--- config.mk ---
export PLATFORM = sky130hd
export DESIGN_NAME = sprite_compositor
export DESIGN_NICKNAME = d
export VERILOG_FILES = /design/src/rtl/compositor_pkg.sv /design/src/rtl/spr_hit_addr.sv /design/src/rtl/sprite_compositor.sv
export SDC_FILE = /design/constraint.sdc
export NUM_CORES = 1
export LEC_CHECK = 0
export CAP_MARGIN = 0
export CORE_UTILIZATION = 45
export CTS_CLUSTER_DIAMETER = 60
export CTS_CLUSTER_SIZE = 25
export DETAILED_ROUTE_END_ITERATION = 7
export PLACE_DENSITY = 0.79
export SYNTH_ARGS = -nofsm -noshare
export SYNTH_HDL_FRONTEND = slang
export SYNTH_SLANG_ARGS = --single-unit
--- constraint.sdc ---
create_clock -name Clk -period 14.6 [get_ports Clk]
set_input_delay 2.19 -clock Clk [delete_from_list [all_inputs] [get_ports Clk]]
set_output_delay 2.19 -clock Clk [all_outputs]
set_load 0.1 [all_outputs]
--- src/rtl/compositor_pkg.sv ---
// Shared types, colour-key default and colour helpers for the sprite compositor.
package compositor_pkg;

  typedef logic [11:0] rgb444_t;
  typedef logic [9:0]  coord_t;

  localparam rgb444_t KEY_DEFAULT = 12'hF0F;

  // 4-bit DAC channel to 8 bits by nibble replication.
  function automatic logic [7:0] expand4to8(input logic [3:0] c);
    return {c, c};
  endfunction

endpackage

--- src/rtl/spr_hit_addr.sv ---
// Per-sprite hit test and ROM address generation (combinational).
// With COMPOSITOR_BBOX_EN defined, also flags pixels on the sprite's bounding-box edge.
module spr_hit_addr
  import compositor_pkg::*;
#(
  parameter int unsigned ADDR_W = 12
) (
  input  coord_t              draw_x_i,
  input  coord_t              draw_y_i,
  input  coord_t              spr_x_i,
  input  coord_t              spr_y_i,
  input  coord_t              spr_size_i,
  input  logic                spr_en_i,
  output logic                hit_o,
`ifdef COMPOSITOR_BBOX_EN
  output logic                bbox_edge_o,
`endif
  output logic [ADDR_W-1:0]   rom_addr_o
);

  localparam int unsigned PW = ADDR_W + 20;

  coord_t dist_x_s;
  coord_t dist_y_s;

  // Modulo-1024 distances: a pixel left of / above the sprite wraps large and misses.
  always_comb begin
    dist_x_s   = draw_x_i - spr_x_i;
    dist_y_s   = draw_y_i - spr_y_i;
    hit_o      = spr_en_i & (dist_x_s < spr_size_i) & (dist_y_s < spr_size_i);
    rom_addr_o = ADDR_W'(PW'(dist_y_s) * PW'(spr_size_i) + PW'(dist_x_s));
  end

`ifdef COMPOSITOR_BBOX_EN
  // Edge test is only meaningful inside the box, so it is qualified by the hit.
  always_comb begin
    bbox_edge_o = hit_o & ((dist_x_s == 10'd0) | (dist_x_s == spr_size_i - 10'd1) |
                           (dist_y_s == 10'd0) | (dist_y_s == spr_size_i - 10'd1));
  end
`endif

endmodule

--- src/rtl/sprite_compositor.sv ---
// N-sprite compositor: fixed priority, colour-key transparency, 2-stage pipeline, blade collisions.
// Optional red bounding-box overlay when COMPOSITOR_BBOX_EN is defined.
module sprite_compositor
  import compositor_pkg::*;
#(
  parameter int unsigned N_SPR   = 4,
  parameter int unsigned ADDR_W  = 12,
  parameter rgb444_t     KEY_RGB = KEY_DEFAULT
) (
  input  logic                    Clk,
  input  logic                    Reset,
  input  logic                    pix_valid_in,
  input  logic [9:0]              DrawX,
  input  logic [9:0]              DrawY,
  input  logic                    frame_start,
  input  logic [11:0]             bkg_rgb,
  input  logic [N_SPR*10-1:0]     spr_x,
  input  logic [N_SPR*10-1:0]     spr_y,
  input  logic [N_SPR*10-1:0]     spr_size,
  input  logic [N_SPR-1:0]        spr_en,
  output logic [N_SPR*ADDR_W-1:0] rom_addr,
  input  logic [N_SPR*12-1:0]     rom_rgb,
  output logic [7:0]              Red,
  output logic [7:0]              Green,
  output logic [7:0]              Blue,
  output logic                    pix_valid_out,
  output logic [N_SPR-2:0]        collide
);

  logic [N_SPR-1:0] hit_s;
`ifdef COMPOSITOR_BBOX_EN
  logic [N_SPR-1:0] edge_s;
  logic             edge_q;
`endif

  for (genvar g = 0; g < N_SPR; g++) begin : g_spr
    spr_hit_addr #(.ADDR_W(ADDR_W)) u_hit (
      .draw_x_i   (DrawX),
      .draw_y_i   (DrawY),
      .spr_x_i    (spr_x[g*10 +: 10]),
      .spr_y_i    (spr_y[g*10 +: 10]),
      .spr_size_i (spr_size[g*10 +: 10]),
      .spr_en_i   (spr_en[g]),
      .hit_o      (hit_s[g]),
`ifdef COMPOSITOR_BBOX_EN
      .bbox_edge_o(edge_s[g]),
`endif
      .rom_addr_o (rom_addr[g*ADDR_W +: ADDR_W])
    );
  end

  logic [N_SPR-1:0] hit_q;
  rgb444_t          bkg_q;
  logic             valid_q;

  // Stage 1 register: aligns hit/background with the one-cycle ROM read.
  always_ff @(posedge Clk) begin
    if (Reset) begin
      hit_q   <= '0;
      bkg_q   <= '0;
      valid_q <= 1'b0;
`ifdef COMPOSITOR_BBOX_EN
      edge_q  <= 1'b0;
`endif
    end else begin
      hit_q   <= hit_s;
      bkg_q   <= bkg_rgb;
      valid_q <= pix_valid_in;
`ifdef COMPOSITOR_BBOX_EN
      edge_q  <= |edge_s;
`endif
    end
  end

  logic [N_SPR-1:0] opaque_s;
  logic             found_s;
  rgb444_t          pix_s;

  // Lowest-index opaque sprite wins; background otherwise; black outside active video.
  always_comb begin
    opaque_s = '0;
    found_s  = 1'b0;
    pix_s    = bkg_q;
    for (int i = 0; i < N_SPR; i++) begin
      opaque_s[i] = hit_q[i] & (rom_rgb[i*12 +: 12] != KEY_RGB);
      if (opaque_s[i] && !found_s) begin
        pix_s   = rom_rgb[i*12 +: 12];
        found_s = 1'b1;
      end else begin
        found_s = found_s;
      end
    end
`ifdef COMPOSITOR_BBOX_EN
    if (edge_q) begin
      pix_s = 12'hF00;
    end else begin
      pix_s = pix_s;
    end
`endif
    if (!valid_q) begin
      pix_s = 12'h000;
    end else begin
      pix_s = pix_s;
    end
  end

  logic [7:0] red_q, green_q, blue_q;
  logic [7:0] red_d, green_d, blue_d;
  logic       pv_q;

  // Stage 2 next-state: channel expansion.
  always_comb begin
    red_d   = expand4to8(pix_s[11:8]);
    green_d = expand4to8(pix_s[7:4]);
    blue_d  = expand4to8(pix_s[3:0]);
  end

  // Stage 2 register: DAC-facing colour and valid.
  always_ff @(posedge Clk) begin
    if (Reset) begin
      red_q   <= 8'h00;
      green_q <= 8'h00;
      blue_q  <= 8'h00;
      pv_q    <= 1'b0;
    end else begin
      red_q   <= red_d;
      green_q <= green_d;
      blue_q  <= blue_d;
      pv_q    <= valid_q;
    end
  end

  assign Red           = red_q;
  assign Green         = green_q;
  assign Blue          = blue_q;
  assign pix_valid_out = pv_q;

  logic [N_SPR-2:0] coll_set_s;
  logic [N_SPR-2:0] sticky_q, sticky_d;
  logic [N_SPR-2:0] collide_q, collide_d;

  // Frame boundary publishes the previous frame's flags; its clear beats a same-cycle set.
  always_comb begin
    for (int k = 1; k < N_SPR; k++) begin
      coll_set_s[k-1] = valid_q & opaque_s[0] & opaque_s[k];
    end
    if (frame_start) begin
      sticky_d  = '0;
      collide_d = sticky_q;
    end else begin
      sticky_d  = sticky_q | coll_set_s;
      collide_d = collide_q;
    end
  end

  // Collision flag registers.
  always_ff @(posedge Clk) begin
    if (Reset) begin
      sticky_q  <= '0;
      collide_q <= '0;
    end else begin
      sticky_q  <= sticky_d;
      collide_q <= collide_d;
    end
  end

  assign collide = collide_q;

endmodule

After elaboration in Yosys (flattened, before gate mapping)
Index checks and enable logic that the tools add are counted.
Word-level totals
  register bits after elaboration: 48
  input bits: 208
  output and inout bits: 76
  logic and storage cells: 69
Operators by class
  add/sub/neg operators: 12
  multiply operators: 4
  order comparisons: 8
  eq/ne operators: 4
  multiplexer cells: 8
  bitwise logic cells: 17
  reduce and logical (&&, ||, !) cells: 7
Operators by type and width (count)
  < comparator 10 bit: 8
  subtractor 10 bit: 8
  2-to-1 mux 12 bit: 5
  adder 12 x 10 -> 12 bit: 4
  multiplier 10 x 10 -> 12 bit: 4
  inequality test 12 bit, second input constant: 4
  AND 1 bit: 16
  logical AND 1 bit: 3
  logical NOT 1 bit: 3
  2-to-1 mux 1 bit: 3
  OR 3 bit: 1
  OR reduction 2 bit: 1

Longest topological paths before layout
Gate-level depths: netlist of the first run.
  word-level depth: 13
  mapped depth: 27
  depth with buffers taken out: 27

Hierarchy
A second synthesis of the first run with hierarchy kept.
Second synthesis, totals
  cell total of the unflattened synthesis: 1993
  area total of the unflattened synthesis: 16171.8 sq um
Modules (own cells, without submodules)
  spr_hit_addr (g_spr[0].u_hit ...): instances 2, cells an instance 453, area an instance 3628.5 sq um, seq. area each 0.0 sq um
  spr_hit_addr (g_spr[3].u_hit): instances 1, cells an instance 448, area an instance 3631.0 sq um, seq. area each 0.0 sq um
  spr_hit_addr (g_spr[2].u_hit): instances 1, cells an instance 443, area an instance 3559.7 sq um, seq. area each 0.0 sq um
  sprite_compositor: instances 1, cells an instance 196, area an instance 1724.2 sq um, seq. area each 720.7 sq um

Worst setup path after synthesis of the first run
No wires, ideal clock.
  kind: input port to output port
  start point: input port DrawY[0]
  end point: output port rom_addr[35]
  arrival: 9.492 ns
  data required time: 12.410 ns
  slack: 2.918 ns
  cell stages on the path: 26
  path through: inv_1 ha_1 fa_1 nor2b_1 o2111a_1 nor3_1 xnor2_1 nand2_1 fa_1 inv_1 fa_1 inv_1 fa_1 inv_1 fa_1 inv_1 fa_1 inv_1 ha_1 o21ai_0 a31oi_1 nor2_1 o21ai_0 xnor3_1 xnor3_1 xnor2_1
Between the ends
  cells in the longest elaborated chain, start to end: 3
Ends and longest elaborated chain
  from (decl): RTL line sprite_compositor.sv:14  | input logic [9:0] DrawY,
  subtractor 10 bit: RTL line spr_hit_addr.sv:29  | dist_y_s = draw_y_i - spr_y_i;
  multiplier 10 x 10 -> 12 bit: RTL line spr_hit_addr.sv:31  | rom_addr_o = ADDR_W'(PW'(dist_y_s) * PW'(spr_size_i) + PW'(dist_x_s));
  adder 12 x 10 -> 12 bit: RTL line spr_hit_addr.sv:31
  to (decl): RTL line sprite_compositor.sv:21  | output logic [N_SPR*ADDR_W-1:0] rom_addr,
Every way passes these cells.

Final worst setup path of the first run
  start point: input port DrawY[1]
  end point: output port rom_addr[35]
The elaborated chain is that of the path after synthesis.

==> parameters.txt, run 1 <==
Parameter                              Value

Clocking
  CTS-repair resized insts    0
  Htree depth    2
  Insertion delay of the later-clocked pin in the worst-skew pair    280 ps
  CTS buffer count    5
  TritonCTS clock tree    done
  Sinks on the clock net    36
  Max clock buf depth    2
  Quantity of hold-fixing buffers added after cts    0
  Clock-pin slew reported for the worst setup and hold paths after clock tree synthesis    50 ps
  Setup repair bufs after CTS    0
  Clock tree root buffer cell    clkbuf_16

Routing
  Via density per instance    5.26
  Detailed-routing iteration count for the pre-antenna-repair pass    5
  Number of nets with antenna violations after detailed routing    0
  Wire length reported by the detailed router    47.5 mm
  Via count of the routed design    14000
  Detailed router's first-iteration violation count    893
  DR DRC count    0
  Routed wire length per instance    17.8 um

Timing
  Worst hold margin    496 ps
  Final-report setup violation count    0
  Final count of hold timing violations    0
  Fmax    0.0770 GHz
  Total negative setup slack    0 ps
  Period Utilization, post-route    0.889
  Setup repair after global routing missed its margin    false
  Worst Slack Setup Final    1620 ps
  Actual slew at the worst max-slew pin    1090 ps
  Slew Limit Fails    0
  Worst setup skew after layout    5.33 ps
  Tmin final    12980 ps
  Worst relative slew slack    0.273

Worst setup path
  Worst path buffer plus inverter count    8
  Type of destination of the critical path    output pin
  Type of the worst setup path    in2out
  Longest individual stage delay on the worst path    1150 ps
  Kind of start point of the critical path    input pin
  R2r startpoint    hit_q[2]
  Cell type of the slowest stage on the worst timing path    clkdlybuf4s50_1
  CP required    12410 ps
  Critical path's top delay family    adder cells
  Arrival time reported for the critical path endpoint    10790 ps
  Critical path fanouts, max    6
  Origin of the worst setup path    DrawY[1]

Global routing
  Fraction of met2 tracks used by global routing    0.477
  Met1 track demand over resource    0.326
  Gr usage total    0.266
  Top Usage Layer GRT    met2
  Final global-route overflow total    0
  Antenna violations before repair    3
  Wire length of the first global-routing pass    75.5 mm
  Met3 Use GR    0.0328
  Vias in the first global route    14700
  Pin count of the biggest net entering global routing    27

Finish
  Share of post-route cells with drive strength above 1    0.0181
  Final-layout fill cell count    3129
  Final Instance Count excl. Fillers    2669
  Area growth, synth to finish    21.4%
  Number of nets in the layout    2898

Die
  DIE HEIGHT    190 um
  Count of standard-cell rows    68
  Width of the die    190 um
  Core box area    34700 um2
  Overall die area    36100 um2
  Initial core utilization    0.459
  Count of pins on the block boundary    284

Placed design
  HPWL after detailed placement    41.0 mm
  Buffers on Ports    283
  Cell count after placement    2658
  Final weighted congestion of routability-driven global placement    0.977
  Placement Setup Slack    1740 ps

Synthesis
  Synthesized area per cell    8.13 um2
  Post-synth EDFFs    0
  Number of instances in the synthesized netlist    1960
  Leading area contributor after synthesis    fa_1
  Top_reg_cell synth    dfxtp_1
  Share of the synthesized area in the top cell type    0.246
  Most frequent cells after synthesis    463 x inv_1, 284 x ha_1, 214 x nand2_1
  Cell variety after synth    69
  Share of synthesized flip-flops with an asynchronous set or reset    0
  Synth Register Bits    36
  Post-synthesis cell area    15900 um2
  Net count after synthesis    2648
  Most common cell in the synthesized netlist    inv_1
  Portion of the post-synthesis area used by sequential elements    0.0453
  Biggest area contributors in the synthesized netlist    fa_1 25%, ha_1 22%, inv_1 11%, nand2_1 5.0%, xnor2_1 4.7%
  Number of warning messages in the yosys log    0

Worst hold path
  Min-Delay Startpoint    sticky_q[2]
  Path type of the worst min-delay path    reg2reg

Flow run
  # Max-Cap Violations    0

Run status
  Result of the run    finished clean
-- state kept, by name (all words and copies together), names as in the netlist --
register,flops
Blue,4
Green,4
Red,4
bkg_q,12
collide,3
hit_q,4
pix_valid_out,1
sticky_q,3
valid_q,1
-- layout by cell type (no fill, tap or decap), types with 14 or more instances in the layout --
master / netlist / final
ha_1: 284 / 284
clkdlybuf4s50_1: 0 / 283
o21ai_0: 39 / 39
xor2_1: 29 / 29
inv_1: 463 / 463
dfxtp_1: 36 / 36
a21o_1: 16 / 16
a21boi_0: 19 / 19
and2_1: 28 / 28
a21oi_1: 54 / 54
xnor2_1: 86 / 86
nand2_1: 214 / 214
nand2b_1: 14 / 14
nor2b_1: 42 / 42
mux2i_1: 16 / 16
o21a_1: 56 / 56
fa_1: 196 / 196
a211oi_1: 24 / 24
nor2_1: 124 / 124
nor3_1: 26 / 26
-- worst register-to-register path, delay by kind of cell, from the launching register on --
kind	cells	cell delay (ps)
compound gates	2	1130
flops	1	320
simple gates	1	960
-- logic make-up after synthesis --
group	synth area share
adders and majority gates	0.469
xor gates and xnor gates	0.0796
AOI/OAI and AO/OA	0.124
muxes	0.0101
DFF	0.0453
buffers and inverters	0.123
and+or+nand+nor	0.149
-- stage by stage --
stage / instance area (um2) / utilization
2_1_floorplan: 15900 / -
3_3_place_gp: 19200 / 0.552
3_5_place_dp: 19200 / 0.552
4_1_cts: 19300 / 0.557
5_1_grt: 19300 / 0.557
6_report: 19300 / 0.557
-- final timing paths --
path	to	slack, ps	cells past startpoint
worst max-delay path	rom_addr[35]	1620	27
worst max register to register	Blue[6]	12010	3
worst min-delay path	sticky_q[2]	500	2
worst min register to register	sticky_q[2]	500	2
-- final cells by class --
| type | count | area (um2) | area share |
|---|---|---|---|
| repair buffers | 290 | 2890 | 0.149 |
| well taps | 455 | 569 | 0.0294 |
| diodes | 3 | 7.51 | 0.000388 |
| inverters | 463 | 1740 | 0.0899 |
| clock inverters | 2 | 35.0 | 0.00181 |
| clock buffers | 6 | 129 | 0.00667 |
| multi-input cells | 1414 | 13200 | 0.685 |
| flip-flops and latches | 36 | 721 | 0.0373 |
-- routing by layer --
metal,wire (um),part of all wire
met1,19000,0.40
met2,23400,0.49
met3,3450,0.073
met4,1730,0.036
met5,0,0
Power of run 1 is not shown: default switching activity piles up to over one toggle a cycle in this logic, so the estimate is an artifact.
==> run 2, diff against run 1 <==
Settings changed: CORE_MARGIN set to 4.
==> parameters.txt, run 2 (synthesis results as in run 1) <==
Parameter                              Value

Worst setup path
  Type of destination of the critical path    output pin
  Number of cells traversed by the worst register-to-register path    4
  Kind of start point of the critical path    input pin
  Type of the worst setup path    in2out
  CP required    12410 ps
  R2R Path End    Red[4]
  Critical path fanouts, max    6
  Arrival time reported for the critical path endpoint    10750 ps
  R2r startpoint    hit_q[0]
  Slack of the worst reg-to-reg path    12530 ps
  Origin of the worst setup path    DrawY[1]
  Capturing element of the worst setup path    rom_addr[35]

Routing
  DR DRC count    0
  Routed wire length per instance    17.9 um
  Detailed-routing iteration count for the pre-antenna-repair pass    5
  Via count of the routed design    14200
  Detailed router's first-iteration violation count    761
  Number of nets with antenna violations after detailed routing    0
  Wire length reported by the detailed router    47.9 mm
  Via density per instance    5.31

Die
  Overall die area    38500 um2
  Count of pins on the block boundary    284
  DIE HEIGHT    196 um
  Count of standard-cell rows    68
  Width of the die    196 um
  Initial core utilization    0.459
  Core box area    34700 um2

Finish
  Commonest cells after routing, fill and taps aside    463 x inv_1, 284 x ha_1, 283 x clkdlybuf4s50_1, 214 x nand2_1, 196 x fa_1
  Commonest non-fill, non-tap cell in the layout    inv_1
  Area growth, synth to finish    21.5%
  Share of post-route cells with drive strength above 1    0.0181
  Register with the most flip-flops    bkg_q
  Number of nets in the layout    2897
  Final-layout fill cell count    3158
  Number of flip-flops under the largest register name    12

Global routing
  Vias in the first global route    14900
  Pin count of the biggest net entering global routing    28
  Wire length of the first global-routing pass    76.1 mm
  Gr usage total    0.246
  Antenna violations before repair    10
  Final global-route overflow total    0

Placed design
  Buffers on Ports    283
  HPWL after detailed placement    42.0 mm
  Final weighted congestion of routability-driven global placement    0.973

Run status
  Result of the run    finished clean

Clocking
  Insertion delay of the later-clocked pin in the worst-skew pair    280 ps
  Quantity of hold-fixing buffers added after cts    0
  Clock tree root buffer cell    clkbuf_16
  Max clock buf depth    2
  CTS-repair resized insts    0
  TritonCTS clock tree    done
  CTS buffer count    5
  Clock-pin slew reported for the worst setup and hold paths after clock tree synthesis    50 ps
  Htree depth    2
  Sinks on the clock net    36
  Setup repair bufs after CTS    0

Timing
  Fmax    0.0773 GHz
  Period Utilization, post-route    0.886
  Tmin final    12940 ps
  Worst relative slew slack    0.247
  Worst setup skew after layout    6.30 ps
  Slew Limit Fails    0
  Actual slew at the worst max-slew pin    1130 ps
  Setup repair after global routing missed its margin    false
  Total negative setup slack    0 ps
  Final-report setup violation count    0
  Final count of hold timing violations    0

Flow run
  # Max-Cap Violations    0

Worst hold path
  Path type of the worst min-delay path    reg2reg
-- run 2: how the worst min path moves through the flow --
stage | from | endpoint | slack (ps) | cells after the start
after floorplan | hit_q[0] | Green[3] | 460 | 2
after global placement | collide[1] | collide[1] | 480 | 2
after detailed placement | sticky_q[1] | sticky_q[1] | 490 | 2
after CTS | sticky_q[1] | sticky_q[1] | 500 | 2
after global routing | sticky_q[1] | sticky_q[1] | 520 | 2
final | collide[2] | collide[2] | 500 | 2
-- run 2: final cells by class --
type | count | area (um2) | share of cell area
multi-input combinational | 1414 | 13200 | 0.685
timing repair buffer | 289 | 2880 | 0.149
inverter | 463 | 1740 | 0.0898
sequential | 36 | 721 | 0.0373
tap | 455 | 569 | 0.0294
clock buffer | 7 | 153 | 0.00789
clock inverter | 1 | 30.0 | 0.00155
antenna | 3 | 7.51 | 0.000388
-- run 2: worst max-delay path, stage by stage --
cell and delay [ps]:
clkdlybuf4s50_1 670, inv_1 270, fa_1 500, nor2b_1 180, o2111a_1 260, nor3_1 80
xnor2_1 520, nand2_1 160, fa_1 520, inv_1 50, fa_1 510, inv_1 60
fa_1 530, inv_1 50, fa_1 480, inv_1 50, fa_1 470, inv_1 40
ha_1 320, o21ai_0 100, a31oi_1 150, nor2_1 90, o21ai_0 340, xnor3_1 470
xnor3_1 380, xnor2_1 160, clkdlybuf4s50_1 1160
-- run 2: layer usage --
metal	track usage	up-vias	part of all wire
li1	-	6687	-
met1	0.297	6795	0.39
met2	0.436	550	0.49
met3	0.0428	118	0.077
met4	0.0978	12	0.042
met5	0	-	0.0017
-- run 2: metrics by stage --
step | hold slack (ps) | area, um2 | cells | setup slack, ps | utilization
after global routing | 521 | 19300 | 2668 | 1250 | 0.557
final | 497 | 19300 | 2668 | 1660 | 0.557
after floorplan | 462 | 15900 | 1960 | 2920 | -
after detailed placement | 488 | 19200 | 2657 | 1770 | 0.552
after global placement | 480 | 19200 | 2657 | 1860 | 0.552
after CTS | 500 | 19300 | 2665 | 1700 | 0.557
Power of run 2 is left out for the same reason.
